--- config.mk ---
export PLATFORM = sky130hd
export DESIGN_NAME = mem_port_arbiter
export DESIGN_NICKNAME = d
export VERILOG_FILES = /design/src/rtl/mem_arb_pkg.sv /design/src/rtl/mem_arb_prio.sv /design/src/rtl/mem_port_arbiter.sv
export SDC_FILE = /design/constraint.sdc
export NUM_CORES = 1
export LEC_CHECK = 0
export ABC_CLOCK_PERIOD_IN_PS = 1600
export BUFFER_PORTS_ARGS = -buffer_cell sky130_fd_sc_hd__buf_4
export CAP_MARGIN = 20
export CORE_AREA = 2 2 99 101
export CTS_CLUSTER_DIAMETER = 150
export DETAILED_ROUTE_END_ITERATION = 8
export DIE_AREA = 0 0 101 103
export PLACE_DENSITY_LB_ADDON = 0.08
export SLEW_MARGIN = 20
export SYNTH_ARGS = -nofsm -noshare
export SYNTH_HDL_FRONTEND = slang
export SYNTH_HIERARCHICAL = 1
export SYNTH_SLANG_ARGS = --single-unit
--- constraint.sdc ---
create_clock -name clk -period 1.6 [get_ports clk]
set_input_delay 0.08 -clock clk [delete_from_list [all_inputs] [get_ports clk]]
set_output_delay 0.08 -clock clk [all_outputs]
set_load 0.05 [all_outputs]
--- src/rtl/mem_arb_pkg.sv ---
// Shared types and helpers for the unified-memory port arbiter.
// Optional error reporting is compiled in with MEM_ARB_ERR_EN.
package mem_arb_pkg;

  typedef enum logic [1:0] {OWN_NONE, OWN_IF, OWN_D} owner_e;

  localparam logic [3:0] BE_FULL = 4'hF;

  // Byte address to word index; callers truncate to the memory depth.
  function automatic logic [29:0] word_idx(input logic [31:0] byte_addr);
    return byte_addr[31:2];
  endfunction

  // Byte enables that touch lanes below the start offset cannot belong to this access.
  function automatic logic be_misaligned(input logic [3:0] be, input logic [1:0] off);
    logic [3:0] below;
    below = (4'h1 << off) - 4'h1;
    return |(be & below);
  endfunction

endpackage

--- src/rtl/mem_arb_prio.sv ---
// Combinational grant decision: data first, fetch forced once starvation limit is hit.
module mem_arb_prio #(
  parameter int STARVE_LIMIT = 4,
  parameter int CW           = 3
) (
  input  logic          if_req_i,
  input  logic          d_req_i,
  input  logic          if_flush_i,
  input  logic [CW-1:0] starve_cnt_i,
  output logic          if_gnt_o,
  output logic          d_gnt_o
);

  logic fetch_ok;
  logic force_if;

  // A flushing fetch is held off so the redirected request can be presented first.
  assign fetch_ok = if_req_i & ~if_flush_i;
  assign force_if = fetch_ok & (starve_cnt_i == CW'(STARVE_LIMIT));
  assign d_gnt_o  = d_req_i & ~force_if;
  assign if_gnt_o = fetch_ok & ~d_gnt_o;

endmodule

--- src/rtl/mem_port_arbiter.sv ---
// Arbitrates fetch and load/store access to one synchronous-read memory port.
// Define MEM_ARB_ERR_EN to add if_err/d_err for misaligned or out-of-range accesses.
module mem_port_arbiter
  import mem_arb_pkg::*;
#(
  parameter int XLEN         = 32,
  parameter int ADDR_WORDS   = 1024,
  parameter int STARVE_LIMIT = 4,
  parameter int AW           = $clog2(ADDR_WORDS)
) (
  input  logic            clk,
  input  logic            rst,
  input  logic            if_req,
  input  logic [XLEN-1:0] if_addr,
  input  logic            if_flush,
  output logic            if_gnt,
  output logic            if_rvalid,
  output logic [XLEN-1:0] if_rdata,
  input  logic            d_req,
  input  logic            d_we,
  input  logic [3:0]      d_be,
  input  logic [XLEN-1:0] d_addr,
  input  logic [XLEN-1:0] d_wdata,
  output logic            d_gnt,
  output logic            d_rvalid,
  output logic [XLEN-1:0] d_rdata,
`ifdef MEM_ARB_ERR_EN
  output logic            if_err,
  output logic            d_err,
`endif
  output logic            mem_en,
  output logic            mem_we,
  output logic [3:0]      mem_be,
  output logic [AW-1:0]   mem_addr,
  output logic [XLEN-1:0] mem_wdata,
  input  logic [XLEN-1:0] mem_rdata
);

  localparam int CW = $clog2(STARVE_LIMIT + 1);

  logic          if_gnt_raw;
  logic          d_gnt_raw;
  logic          if_bad;
  logic          d_bad;
  logic          err_now;
  logic          resp_err;
  logic [CW-1:0] starve_cnt_q, starve_cnt_d;
  owner_e        owner_q, owner_d;
  logic          we_q, we_d;
  logic          unused_addr_bits;

  mem_arb_prio #(
    .STARVE_LIMIT (STARVE_LIMIT),
    .CW           (CW)
  ) u_prio (
    .if_req_i     (if_req),
    .d_req_i      (d_req),
    .if_flush_i   (if_flush),
    .starve_cnt_i (starve_cnt_q),
    .if_gnt_o     (if_gnt_raw),
    .d_gnt_o      (d_gnt_raw)
  );

  assign if_gnt = if_gnt_raw & ~rst;
  assign d_gnt  = d_gnt_raw & ~rst;

`ifdef MEM_ARB_ERR_EN
  logic err_q;

  assign if_bad = (|if_addr[1:0]) | (if_addr[XLEN-1:2] >= (XLEN-2)'(ADDR_WORDS));
  assign d_bad  = be_misaligned(d_be, d_addr[1:0]) |
                  (d_addr[XLEN-1:2] >= (XLEN-2)'(ADDR_WORDS));
  assign err_now  = (if_gnt & if_bad) | (d_gnt & d_bad);
  assign resp_err = err_q;
  assign if_err   = if_rvalid & err_q;
  assign d_err    = d_rvalid & err_q;

  always_ff @(posedge clk) begin
    err_q <= err_now;
  end
`else
  assign if_bad   = 1'b0;
  assign d_bad    = 1'b0;
  assign err_now  = 1'b0;
  assign resp_err = 1'b0;
`endif

  // Memory command is issued in the grant cycle; bad accesses never reach the array.
  assign mem_en    = (if_gnt & ~if_bad) | (d_gnt & ~d_bad);
  assign mem_we    = d_gnt & d_we & ~d_bad;
  assign mem_be    = d_gnt ? d_be : (if_gnt ? BE_FULL : 4'h0);
  assign mem_addr  = d_gnt ? AW'(word_idx(d_addr)) : AW'(word_idx(if_addr));
  assign mem_wdata = d_wdata;

  assign unused_addr_bits = ^{if_addr, d_addr, err_now};

  always_comb begin
    owner_d      = OWN_NONE;
    we_d         = 1'b0;
    starve_cnt_d = starve_cnt_q;
    if (d_gnt) begin
      owner_d = OWN_D;
      we_d    = d_we;
    end else if (if_gnt) begin
      owner_d = OWN_IF;
    end
    if (if_gnt || !if_req) begin
      starve_cnt_d = '0;
    end else if (d_gnt && (starve_cnt_q != CW'(STARVE_LIMIT))) begin
      starve_cnt_d = starve_cnt_q + CW'(1);
    end
  end

  always_ff @(posedge clk) begin
    if (rst) begin
      owner_q      <= OWN_NONE;
      starve_cnt_q <= '0;
    end else begin
      owner_q      <= owner_d;
      starve_cnt_q <= starve_cnt_d;
    end
    we_q <= we_d;
  end

  // Response stage: memory data lands one cycle after the grant and is steered to its owner.
  assign if_rvalid = (owner_q == OWN_IF) & ~if_flush & ~rst;
  assign d_rvalid  = (owner_q == OWN_D) & ~rst;
  assign if_rdata  = (if_rvalid & ~resp_err) ? mem_rdata : '0;
  assign d_rdata   = (d_rvalid & ~we_q & ~resp_err) ? mem_rdata : '0;

endmodule

* Word level (Yosys, flattened, before mapping) *
Cells that the tools add are included.

cells by class
  equal/unequal tests = 4
  multiplexer cells = 7
  $add $sub $neg = 1
  reduce and logical (&&, ||, !) cells = 5
  bitwise operators = 17

operators with widths
  kind                                                              count
  32-bit two-way mux                                                2
  1-bit AND                                                         11
  10-bit two-way mux                                                1
  4-bit two-way mux                                                 2
  1-bit inverter                                                    5
  2-bit OR reduction                                                2
  3-bit by 1-bit adder with 3-bit output (second input constant)    1
  3-bit == test (second input constant)                             1
  3-bit inequality test (second input constant)                     1
  2-bit by 1-bit == test with 1-bit output (second input constant)  1
  2-bit == test (second input constant)                             1
  2-bit two-way mux                                                 1
  1-bit logical AND                                                 1
  1-bit logical NOT                                                 1
  1-bit logical OR                                                  1
  1-bit two-way mux                                                 1
  1-bit OR                                                          1

storage, ports and cells
  output and inout port bits = 116
  word-level logic and storage cells = 38
  input port bits = 138
  bits in registers = 6

* Logic depth before layout (Yosys ltp) *
  depth after elaboration = 10
  depth in mapped cells = 7
  gate-level depth less buffers = 6

* By module *
The synthesis kept the hierarchy.

modules (own cells, without submodules)
  module            instances  seq. area each (um2)  cells an instance  area each (um2)
  mem_port_arbiter  1          120.1                 177                1203.7
  mem_arb_prio      1          0.0                   5                  35.0

* Worst setup path after synthesis *
Ideal clock, no wire load.

  kind = register to output
  start = reg owner_q[1]
  end = out d_rdata[10]
  slack = -0.394 ns
  arrival time = 1.914 ns
  data required time = 1.520 ns
  path buffers = 1
  stages on the path, launching flop included = 5
  cells stage by stage = dfxtp_1 nor3b_2 and2b_2 buf_6 and2_1

on the way
  cells in the longest elaborated chain, start to end = 4

ends and longest elaborated chain
  item                    RTL line                 text
  start, declared         mem_port_arbiter.sv:48   owner_e owner_q, owner_d;
  start signal, assigned  mem_port_arbiter.sv:119  owner_q <= owner_d;
  2-bit == test           mem_port_arbiter.sv:127  assign d_rvalid = (owner_q == OWN_D) & ~rst;
  1-bit AND               mem_port_arbiter.sv:127
  named net d_rvalid      mem_port_arbiter.sv:25   output logic d_rvalid,
  1-bit AND               mem_port_arbiter.sv:129  assign d_rdata = (d_rvalid & ~we_q & ~resp_err) ? mem_rdata : '0;
  32-bit two-way mux      mem_port_arbiter.sv:129
  end, declared           mem_port_arbiter.sv:26   output logic [XLEN-1:0] d_rdata,

The timed path passes the listed nets, and every way through them passes these cells.

* Worst setup path in the final report *
  start = reg starve_cnt_q[1]
  end = out mem_be[0]

on the way
  cells in the longest elaborated chain, start to end = 9
  elaborated cells between the ends (all ways) = 10
  those cells by class = 1 x eq/ne; 2 x mux; 7 x bitwise

ends and longest elaborated chain
  item                    RTL line                 text
  start, declared         mem_port_arbiter.sv:47   logic [CW-1:0] starve_cnt_q, starve_cnt_d;
  start signal, assigned  mem_port_arbiter.sv:120  starve_cnt_q <= starve_cnt_d;
  3-bit == test (*)       mem_arb_prio.sv:19       assign force_if = fetch_ok & (starve_cnt_i == CW'(STARVE_LIMIT));
  1-bit AND (*)           mem_arb_prio.sv:19
  1-bit inverter (*)      mem_arb_prio.sv:20       assign d_gnt_o = d_req_i & ~force_if;
  1-bit AND (*)           mem_arb_prio.sv:20
  named net d_gnt_raw     mem_port_arbiter.sv:42   logic d_gnt_raw;
  1-bit inverter          mem_arb_prio.sv:21       assign if_gnt_o = fetch_ok & ~d_gnt_o;
  1-bit AND               mem_arb_prio.sv:21
  1-bit AND               mem_port_arbiter.sv:64   assign if_gnt = if_gnt_raw & ~rst;
  4-bit two-way mux       mem_port_arbiter.sv:91   assign mem_be = d_gnt ? d_be : (if_gnt ? BE_FULL : 4'h0);
  4-bit two-way mux (*)   mem_port_arbiter.sv:91
  end, declared           mem_port_arbiter.sv:33   output logic [3:0] mem_be,

Mark *: on every way through the listed nets, which the timed path passes. The rest lies on a longest branch.

==> metrics.yaml <==
critical_path:
  slowest_delay_ps: 350
  end_kind: "primary output"
  worst-setup-path-type: "flip-flop to primary output"
  path_depth: 6
  worst_path_max_delay_cell: "dfxtp_4"
  critical_path.cell_chain: "nor3b_4 > a21oi_2 > buf_4 > nand2b_4 > a21oi_2 > buf_6"
  cp_common_cell: "a21oi_2"
  reg2regPathDepth: 8
  cp.arrival_ps: 1550
  worstPathRequired_ps: 1520
  worst_setup_path_start_kind: "flip-flop"
  crit_fanout: 4
  critPathTopFamily: "simple AND/OR/NAND/NOR gates"
  path_buf_inv: 2
drt:
  viasPerCell: 3.83
  drc_errors: 0
  vias: 1613
  antenna_left: 0
  wire_per_inst_microns: 12.4
  drt_iter0_drc: 25
  drtPass1Iterations: 4
  routed_wirelength_microns: 5230
timing:
  slew_headroom_pct: 82.9
  fin_crit_sh_pct: 102
  finalCriticalPeriod_ps: 1630
  fmax_mhz: 612
  setup_violations: 5
  hold_viol: 0
  tightest_slew_ps: 256
  tns_ps: -112
  setup_slack_ps: -34.1
  maxSlewViolCount: 0
  fin_skew_ps: 0.465
  grt_setup_unrepaired: "true"
floorplan:
  ioPinCount: 254
  chipHeight_microns: 103
  die_x_microns: 101
  start_util_pct: 13.1
  die-area_sq_um: 10400
  rows: 36
  fp.coreArea_sq_um: 9460
clock_network:
  clock_path_buffers: 2
  htree_levels: 1
  cts_sinks: 6
  clk-insertion-delay-late_ps: 220
  hold_buffers: 0
  root_buffer: "clkbuf_8"
  numCtsBuffers: 3
  tritoncts: "yes"
  path_clk_slew_ps: 40
layout:
  drive_above_1_share_pct: 78.8
  finalNonFillerCells: 421
  area_delta_synth_final_pct: 142
  final_util_pct: 31.7
  antenna_cells: 0
  final_area_sq_um: 2990
  finalNetCount: 449
grt:
  grt_pass1_vias: 1430
  grt_start_max_net_pins: 34
  grt.total_usage_pct: 7.79
  overflow: 0
  antenna_found_initial: 0
  grt_pass1_wl_microns: 6480
synth:
  synth-main-ff-cell: "dfxtp_1"
  netlist_instances: 182
  synth_seq_area_share_pct: 9.70
  yosysWarnings: 6
  synth.most_common_cell: "and2_1"
  syn-cell-area_sq_um: 1240
  synth_common_cells: "and2_1 (64), nand2_1 (35), buf_4 (32)"
  synth_compound_area_share_pct: 4.65
  syn-num-nets: 322
  yosysUniqueCellTypes: 25
  synth_top_family_by_area: "simple AND/OR/NAND/NOR gates"
  synth-simple-area-share_pct: 55.4
  ys_top_cells_by_area: "and2_1 (32%), buf_4 (19%), nand2_1 (11%)"
  async_reset_ff_share_pct: 0
  synth-xor-area-share_pct: 0
  synth_edf_count: 0
  synth_mux_area_share_pct: 0
  yosysTopAreaCell: "and2_1"
  synthAdderAreaFrac_pct: 2.02
  syn_avg_cell_area_sq_um: 6.81
  ys_seq_elements: 6
  synth_top_area_share_pct: 32.3
power:
  ir_drop_v: 0.000201
  p_per_area_nw_per_um2: 355
  power_leakage_uw: 0.00154
place:
  io_buffers: 145
  dpl-instance-area_sq_um: 2330
  dp_hpwl_microns: 3750
  pre_cts_ws_ps: -1.24
  place_congestion: 0.657
  placed_cells_incl_taps: 407
status:
  status: "finished, violations left"
  violations: "negative setup slack"
flow_run:
  cap_violations: 0
worst_hold_path:
  hold_class: "primary input to flip-flop"
  hold_path_depth: 2
-- metal layers --
| layer | part of all wire [%] | track usage [%] |
|---|---|---|
| met1 | 34 | 7.68 |
| met2 | 52 | 14.8 |
| met3 | 13 | 3.39 |
| met4 | 0.57 | 2.39 |
| met5 | 0 | 0 |
-- kinds of logic after synthesis --
family / after synthesis
flip-flops: 6
buffers and inverters: 47
AND/OR/NAND/NOR: 116
adder cells (fa/ha/maj): 2
AO/OA/AOI/OAI: 11
-- layout make-up --
cell class	instances	area, sq um
clock buffers	3	41.3
fillers	983	6460
inverters	6	27.5
multi-input cells	129	992
flip-flops and latches	6	128
well taps	114	143
repair buffers	163	1660
-- report_power, final --
part	switching (uW)	internal, uW
logic	356	327
clock network	61.0	161
registers	2.75	153
-- state kept, by name, indices dropped and copies added (netlist names) --
register and flops:
starve_cnt_q 3, owner_q 2, we_q 1
-- placed cells by master (no fill, tap or decap), types with 2 or more instances in the layout --
cell and count:
buf_8 46, buf_6 9, buf_4 104, nand2_4 8
and2_2 3, a21oi_1 3, dfxtp_1 2, and2_4 33
nor3b_4 2, nand2_1 13, dfxtp_2 3, clkbuf_8 3
inv_1 5, nand2_2 14, o21ai_0 2, buf_12 2
ha_1 2, nand2b_4 2, a21oi_2 5, clkbuf_16 2
and2_1 31
-- per-stage QoR --
| step | power, uW | hold WS (ps) |
|---|---|---|
| 2_1_floorplan | 688 | 202 |
| 3_3_place_gp | 700 | 160 |
| 6_report | 1060 | 75.4 |
| 4_1_cts | 982 | 69.5 |
| 3_5_place_dp | 701 | 160 |
| 5_1_grt | 1120 | 96.6 |
-- path summary, 6_finish.rpt --
path | end | slack [ps] | startpoint
max reg2reg | starve_cnt_q[2] | 90 | starve_cnt_q[1]
min reg2reg | starve_cnt_q[2] | 610 | starve_cnt_q[2]
max | mem_be[0] | -30 | starve_cnt_q[1]
min | we_q | 80 | d_we
-- repair_timing --
| item | in CTS | in global routing |
|---|---|---|
| gates resized for setup | 40 | 102 |
| cloned | 1 | 3 |
| setup endpoints to repair | 26 | 49 |
| pin swaps | 6 | 43 |
| setup buffers | 5 | 2 |
No activity file was read; power rests on OpenSTA's default activity.
